File: src/rtl/spi_pkg.sv
// Shared types for the multi-mode SPI controller: FSM state encoding and
// the CPOL/CPHA mode pair.
package spi_pkg;

    typedef enum logic [2:0] {
        IDLE,
        LEAD,
        SHIFT,
        TRAIL,
        DONE
    } spi_state_t;

    typedef struct packed {
        logic cpol;
        logic cpha;
    } spi_mode_t;

    localparam spi_mode_t SPI_MODE0 = 2'b00;
    localparam spi_mode_t SPI_MODE1 = 2'b01;
    localparam spi_mode_t SPI_MODE2 = 2'b10;
    localparam spi_mode_t SPI_MODE3 = 2'b11;

endpackage

File: src/rtl/spi_sck_gen.sv
// SCK timing base: ticks once every clk_div+1 cycles while enabled and keeps
// count of the SCK edges produced in the shift phase.
module spi_sck_gen #(
    parameter int DIV_WIDTH = 8,
    parameter int NBW       = 6
) (
    input  logic                 clk,
    input  logic                 nrst,
    input  logic                 i_load,
    input  logic [DIV_WIDTH-1:0] i_clk_div,
    input  logic [NBW-1:0]       i_nbits,
    input  logic                 i_en,
    input  logic                 i_shift,
    output logic                 o_tick,
    output logic                 o_leading,
    output logic                 o_last_edge
);

    logic [DIV_WIDTH-1:0] r_cnt;
    logic [DIV_WIDTH-1:0] r_div;
    logic [NBW:0]         r_edge;
    logic [NBW:0]         w_last_idx;

    // r_edge counts edges already emitted, so edge number r_edge+1 is next.
    assign w_last_idx  = {i_nbits, 1'b0} - {{NBW{1'b0}}, 1'b1};
    assign o_tick      = i_en && (r_cnt == '0);
    assign o_leading   = ~r_edge[0];
    assign o_last_edge = (r_edge == w_last_idx);

    always_ff @(posedge clk) begin
        if (!nrst) begin
            r_cnt  <= '0;
            r_div  <= '0;
            r_edge <= '0;
        end else if (i_load) begin
            r_cnt  <= i_clk_div;
            r_div  <= i_clk_div;
            r_edge <= '0;
        end else if (i_en) begin
            r_cnt <= (r_cnt == '0) ? r_div : r_cnt - 1'b1;
            if (o_tick && i_shift) begin
                r_edge <= r_edge + 1'b1;
            end
        end
    end

endmodule

File: src/rtl/spi_master_multi.sv
// SPI master supporting all four CPOL/CPHA modes, run-time transfer length,
// programmable SCK half-period and one of NCS chip selects per transfer.
module spi_master_multi
    import spi_pkg::*;
#(
    parameter int DATA_WIDTH = 32,
    parameter int NCS        = 2,
    parameter int DIV_WIDTH  = 8,
    localparam int CSW       = (NCS > 1) ? $clog2(NCS) : 1,
    localparam int NBW       = $clog2(DATA_WIDTH + 1)
) (
    input  logic                  clk,
    input  logic                  nrst,
    input  logic                  start,
    input  logic [CSW-1:0]        cs_sel,
    input  logic                  cpol,
    input  logic                  cpha,
    input  logic [NBW-1:0]        nbits,
    input  logic [DIV_WIDTH-1:0]  clk_div,
    input  logic [DATA_WIDTH-1:0] tx_data,
    output logic [DATA_WIDTH-1:0] rx_data,
    output logic                  busy,
    output logic                  done,
    output logic                  sck,
    output logic                  sdo,
    input  logic                  sdi,
    output logic [NCS-1:0]        cs_n
);

    localparam logic [NBW-1:0] MAX_NB = NBW'(DATA_WIDTH);

    spi_state_t            r_state;
    spi_state_t            w_state_next;
    spi_mode_t             r_mode;
    logic [NBW-1:0]        r_nbits;
    logic [NBW-1:0]        w_nbits_clamped;
    logic [DATA_WIDTH-1:0] r_tx;
    logic [DATA_WIDTH-1:0] r_rx;
    logic [DATA_WIDTH-1:0] r_rx_data;
    logic [DATA_WIDTH-1:0] w_tx_aligned;
    logic [NCS-1:0]        r_cs_n;
    logic [NCS-1:0]        w_cs_dec;
    logic                  r_sck;
    logic                  r_sdo;
    logic                  r_busy;
    logic                  r_done;
    logic                  w_accept;
    logic                  w_tick;
    logic                  w_leading;
    logic                  w_last_edge;
    logic                  w_shift_tick;
    logic                  w_sample_evt;
    logic                  w_shift_evt;

    assign w_accept        = (r_state == IDLE) && start && (nbits != '0);
    assign w_nbits_clamped = (nbits > MAX_NB) ? MAX_NB : nbits;
    // Left-justify so the first bit to send always sits in the MSB.
    assign w_tx_aligned    = tx_data << (MAX_NB - w_nbits_clamped);

    // Sampling edges are leading for CPHA=0 and trailing for CPHA=1.
    assign w_shift_tick = (r_state == SHIFT) && w_tick;
    assign w_sample_evt = w_shift_tick && (w_leading ^ r_mode.cpha);
    assign w_shift_evt  = w_shift_tick && !(w_leading ^ r_mode.cpha) && !w_last_edge;

    for (genvar gi = 0; gi < NCS; gi++) begin : g_cs_dec
        assign w_cs_dec[gi] = (cs_sel == CSW'(gi));
    end

    spi_sck_gen #(
        .DIV_WIDTH (DIV_WIDTH),
        .NBW       (NBW)
    ) u_sck_gen (
        .clk         (clk),
        .nrst        (nrst),
        .i_load      (w_accept),
        .i_clk_div   (clk_div),
        .i_nbits     (r_nbits),
        .i_en        ((r_state == LEAD) || (r_state == SHIFT) || (r_state == TRAIL)),
        .i_shift     (r_state == SHIFT),
        .o_tick      (w_tick),
        .o_leading   (w_leading),
        .o_last_edge (w_last_edge)
    );

    always_ff @(posedge clk) begin
        if (!nrst) begin
            r_state <= IDLE;
        end else begin
            r_state <= w_state_next;
        end
    end

    always_comb begin
        w_state_next = r_state;
        case (r_state)
            IDLE:    if (w_accept) w_state_next = LEAD;
            LEAD:    if (w_tick) w_state_next = SHIFT;
            SHIFT:   if (w_tick && w_last_edge) w_state_next = TRAIL;
            TRAIL:   if (w_tick) w_state_next = DONE;
            DONE:    w_state_next = IDLE;
            default: w_state_next = IDLE;
        endcase
    end

    always_ff @(posedge clk) begin
        if (!nrst) begin
            r_mode    <= '0;
            r_nbits   <= '0;
            r_tx      <= '0;
            r_rx      <= '0;
            r_rx_data <= '0;
            r_sck     <= 1'b0;
            r_sdo     <= 1'b0;
            r_cs_n    <= '1;
            r_busy    <= 1'b0;
            r_done    <= 1'b0;
        end else begin
            r_done <= (r_state == TRAIL) && w_tick;
            if (w_accept) begin
                r_mode  <= {cpol, cpha};
                r_nbits <= w_nbits_clamped;
                r_rx    <= '0;
                r_sck   <= cpol;
                r_cs_n  <= ~w_cs_dec;
                r_busy  <= 1'b1;
                // CPHA=0 presents the first bit before the first SCK edge.
                if (!cpha) begin
                    r_sdo <= w_tx_aligned[DATA_WIDTH-1];
                    r_tx  <= w_tx_aligned << 1;
                end else begin
                    r_tx  <= w_tx_aligned;
                end
            end else begin
                if (r_state == IDLE) r_sck <= r_mode.cpol;
                if (w_shift_tick) r_sck <= ~r_sck;
                if (w_shift_evt) begin
                    r_sdo <= r_tx[DATA_WIDTH-1];
                    r_tx  <= r_tx << 1;
                end
                if (w_sample_evt) r_rx <= {r_rx[DATA_WIDTH-2:0], sdi};
                if ((r_state == TRAIL) && w_tick) begin
                    r_cs_n    <= '1;
                    r_busy    <= 1'b0;
                    r_rx_data <= r_rx;
                end
            end
        end
    end

    assign rx_data = r_rx_data;
    assign busy    = r_busy;
    assign done    = r_done;
    assign sck     = r_sck;
    assign sdo     = r_sdo;
    assign cs_n    = r_cs_n;

endmodule

File: config.mk
export PLATFORM = sky130hd
export DESIGN_NAME = spi_master_multi
export DESIGN_NICKNAME = d
export VERILOG_FILES = /design/src/rtl/spi_pkg.sv /design/src/rtl/spi_sck_gen.sv /design/src/rtl/spi_master_multi.sv
export SDC_FILE = /design/constraint.sdc
export NUM_CORES = 1
export LEC_CHECK = 0
export ABC_AREA = 0
export BUFFER_PORTS_ARGS = -buffer_cell sky130_fd_sc_hd__buf_2
export CAP_MARGIN = 40
export CORE_AREA = 2 2 92 138
export DETAILED_ROUTE_END_ITERATION = 6
export DIE_AREA = 0 0 94 140
export GPL_TIMING_DRIVEN = 0
export PLACE_DENSITY = 0.9
export SLEW_MARGIN = 30
export SYNTH_ARGS = -nofsm -noshare
export SYNTH_HDL_FRONTEND = slang
export SYNTH_SLANG_ARGS = --single-unit
export TNS_END_PERCENT = 1
File: constraint.sdc
create_clock -name clk -period 10.5 [get_ports clk]
set_clock_uncertainty 0.1 [all_clocks]
set_input_delay 0.525 -clock clk [delete_from_list [all_inputs] [get_ports clk]]
set_output_delay 0.525 -clock clk [all_outputs]
set_load 0.03 [all_outputs]
==> flow_metrics.tcl <==
set metrics [dict create \
    drv_slew 0 \
    grt_max_degree 17 \
    seq_power_share_pct 36.8 \
    post_cts_buffers 0 \
    ys_async_sr_fraction_pct 0 \
    switching_share_pct 35.4 \
    nNetsFinal 1079 \
    drtAntennaViolNets 0 \
    final_util_pct 71.9 \
    synthTopCellsByArea "dfxtp_1 (37%), nand2_1 (11%), a21oi_1 (8.3%), mux4_2 (7.9%), mux2i_1 (5.4%)" \
    ys_seq_area_share_pct 36.8 \
    ios 91 \
    startpoint_type "input pin" \
    critPathArrivalTime_ns 4.74 \
    ctsHoldBuffers 0 \
    syn_avg_cell_area_um2 8.11 \
    track_usage_pct 33.5 \
    layout-drive-gt1-share_pct 18.1 \
    fin_setup_tns_ns 0 \
    p_per_area_nw_per_um2 185 \
    dpl.cell_count 1155 \
    worst_slew_pin_slew_ns 0.849 \
    synth_top_area_cell "dfxtp_1" \
    dpl.hpwl_um 15800 \
    clockBufferDepth 2 \
    antenna_found_initial 0 \
    die_w_um 94 \
    num_rows 49 \
    maxCapViolations 0 \
    clkPwrFrac_pct 35.4 \
    netlist.area_leader.share_pct 36.8 \
    synth_area_um2 7400 \
    drtIter0Drc 491 \
    rsz0062_at_grt "no" \
    clock_latency_ns 0.43 \
    root_buffer "clkbuf_16" \
    wirelength_um 21800 \
    drc 26 \
    end_kind "flip-flop" \
    hold_viol_final 0 \
    post_drt_wl_per_cell_um 18.3 \
    p_leak_uw 0.00338 \
    switching_power_uw 564 \
    grt_pass1_vias 7525 \
    cts_resized 0 \
    grt_pass1_wl_um 35000 \
    min_period_ns 4.53 \
    die-area_um2 13200 \
    die_y_um 140 \
    via_count 7492 \
    final_cells 1187 \
    synth_seq_cells 136 \
    cts_buffers 17 \
    ir_drop_mv 0.0948 \
    worstSetupPathType "input pin to flip-flop" \
    hp-class "input pin to flip-flop" \
    initial_core_util_pct 61.9 \
    comb_power_share_pct 27.9 \
    insertedDiodeCount 0 \
    violations "DRC" \
    setup_viol 0 \
    grt_overflow 0 \
    cts_tree "yes" \
    portBuffers 90 \
    syn2layout_area_growth_pct 16.2 \
    syn_nets 970 \
    synthCells 912 \
    globalplace.congestion 1.02 \
    worst-endpoint-required_ns 10.71 \
    relSlewSlack_pct 43.2 \
    clock.fmax_ghz 0.221 \
    synth_cell_types 67 \
    first_pass_iters 7 \
    synth_edf_count 0 \
    ys.flop_type "dfxtp_1" \
    cts_sinks 136 \
    core-area_um2 12000 \
    cp_max_fo 10 \
    status "finished with violations" \
    fin_crit_sh_pct 43.1 \
    synth_warnings 0 \
    clk_pin_slew_ns 0.06 \
    p_int_uw 1030 \
    h-tree-depth 4 \
    viasPerCell 6.31 \
]
[registers in the layout, summed over array words and instances (netlist names), 2 cells and up]
| register | cells |
|---|---|
| r_mode | 2 |
| u_sck_gen.r_edge | 7 |
| r_tx | 32 |
| r_state | 3 |
| r_rx | 32 |
| r_nbits | 6 |
| rx_data | 32 |
| u_sck_gen.r_div | 8 |
| cs_n | 2 |
| u_sck_gen.r_cnt | 8 |
[stage by stage]
stage | setup slack [ns] | cell area, um^2 | total power [uW] | hold slack [ns]
floorplan | 6.67 | 7400 | 901 | 0.332
global placement | 5.77 | 8040 | 1010 | 0.339
detailed placement | 5.72 | 8040 | 1020 | 0.344
CTS | 6.09 | 8600 | 1580 | 0.251
global route | 5.73 | 8600 | 1660 | 0.264
finish | 5.97 | 8600 | 1590 | 0.248
[power groups by stage]
| stage | logic [uW] | clock network, uW | registers, uW |
|---|---|---|---|
| after floorplan | 308 | 0 | 593 |
| after global placement | 417 | 0 | 592 |
| after detailed placement | 425 | 0 | 593 |
| after CTS | 433 | 563 | 583 |
| after global routing | 482 | 586 | 588 |
| final | 444 | 563 | 585 |
[kinds of logic (layout without fill, tap and decap cells)]
family	after synthesis	count (layout)	synth area share [%]
buffers and inverters	78	200	4.48
adders and majority gates	5	5	0.846
xor gates and xnor gates	18	18	2.13
muxes	73	73	14.4
AOI/OAI and AO/OA	254	254	21.2
DFF	136	136	36.8
and+or+nand+nor	348	348	20.1
[layout make-up]
cell class,instances,area [um^2]
buffer,66,287
inverter,12,45.0
fill,899,3360
clock buffer,17,425
timing repair buffer,90,450
multi-input combinational,698,4340
tap,153,191
sequential,136,2720
clock inverter,15,133
[per-layer routing]
metal	routed length (um)	global-route usage, %
met1	7360	32.2
met2	11600	61.2
met3	1390	6.56
met4	1410	24.9
met5	0	0
[synthesized netlist by cell type, drive strengths merged, types with 2 or more instances]
master	number
ha	5
xor2	7
and2	3
o211ai	10
nand4	4
or3	5
buf	20
a221o	3
o21a	2
a32oi	4
mux4	26
o22a	4
mux2i	40
a211oi	2
o221ai	4
nor2b	4
o21ai	41
a22oi	17
a21o	3
or4	2
inv	11
clkbuf	46
nor3	13
nor2	58
a21oi	122
a211o	2
a221oi	7
o221a	2
o2bb2ai	2
o22ai	7
or2	4
and3	5
mux2	7
xnor2	11
o211a	4
or3b	2
nand2b	6
nand3	10
a31oi	8
dfxtp	136
nand2	223
nor4	4
[cell usage in the layout (no fill, tap or decap), drive strengths merged, types with 3 or more instances in the layout]
| master | count |
|---|---|
| a21o | 3 |
| a21oi | 122 |
| a221o | 3 |
| a221oi | 7 |
| a22oi | 17 |
| a31oi | 8 |
| a32oi | 4 |
| and2 | 3 |
| and3 | 5 |
| buf | 110 |
| clkbuf | 63 |
| clkinv | 6 |
| dfxtp | 136 |
| ha | 5 |
| inv | 19 |
| mux2 | 7 |
| mux2i | 40 |
| mux4 | 26 |
| nand2 | 223 |
| nand2b | 6 |
| nand3 | 10 |
| nand4 | 4 |
| nor2 | 58 |
| nor2b | 4 |
| nor3 | 13 |
| nor4 | 4 |
| o211a | 4 |
| o211ai | 10 |
| o21ai | 41 |
| o221ai | 4 |
| o22a | 4 |
| o22ai | 7 |
| or2 | 4 |
| or3 | 5 |
| xnor2 | 11 |
| xor2 | 7 |
[worst max-delay path, cell delays in order]
cell and delay (ns):
buf_2 0.12, nor2b_1 0.13, buf_4 0.18, inv_1 0.15, buf_2 0.34, buf_2 0.36
ha_1 0.34, xor2_1 0.71, buf_2 0.40, mux2i_1 0.48, mux2i_1 0.28, a22oi_1 0.34
nor2_1 0.09, a211o_1 0.28
[final timing paths]
path	startpoint	to	slack [ns]	cells after the start
worst max-delay path	nbits[0]	r_tx[30]$_SDFFE_PN0P_	5.97	14
worst min-delay path	sdi	r_rx[0]$_SDFFE_PP0P_	0.25	3
worst max register to register	u_sck_gen.r_cnt[2]$_SDFFE_PN0P_	r_tx[28]$_SDFFE_PN0P_	7.43	8
worst min register to register	rx_data[17]$_SDFFE_PN0P_	rx_data[17]$_SDFFE_PN0P_	0.35	2
Note: power is estimated with default switching activity, not from simulation.
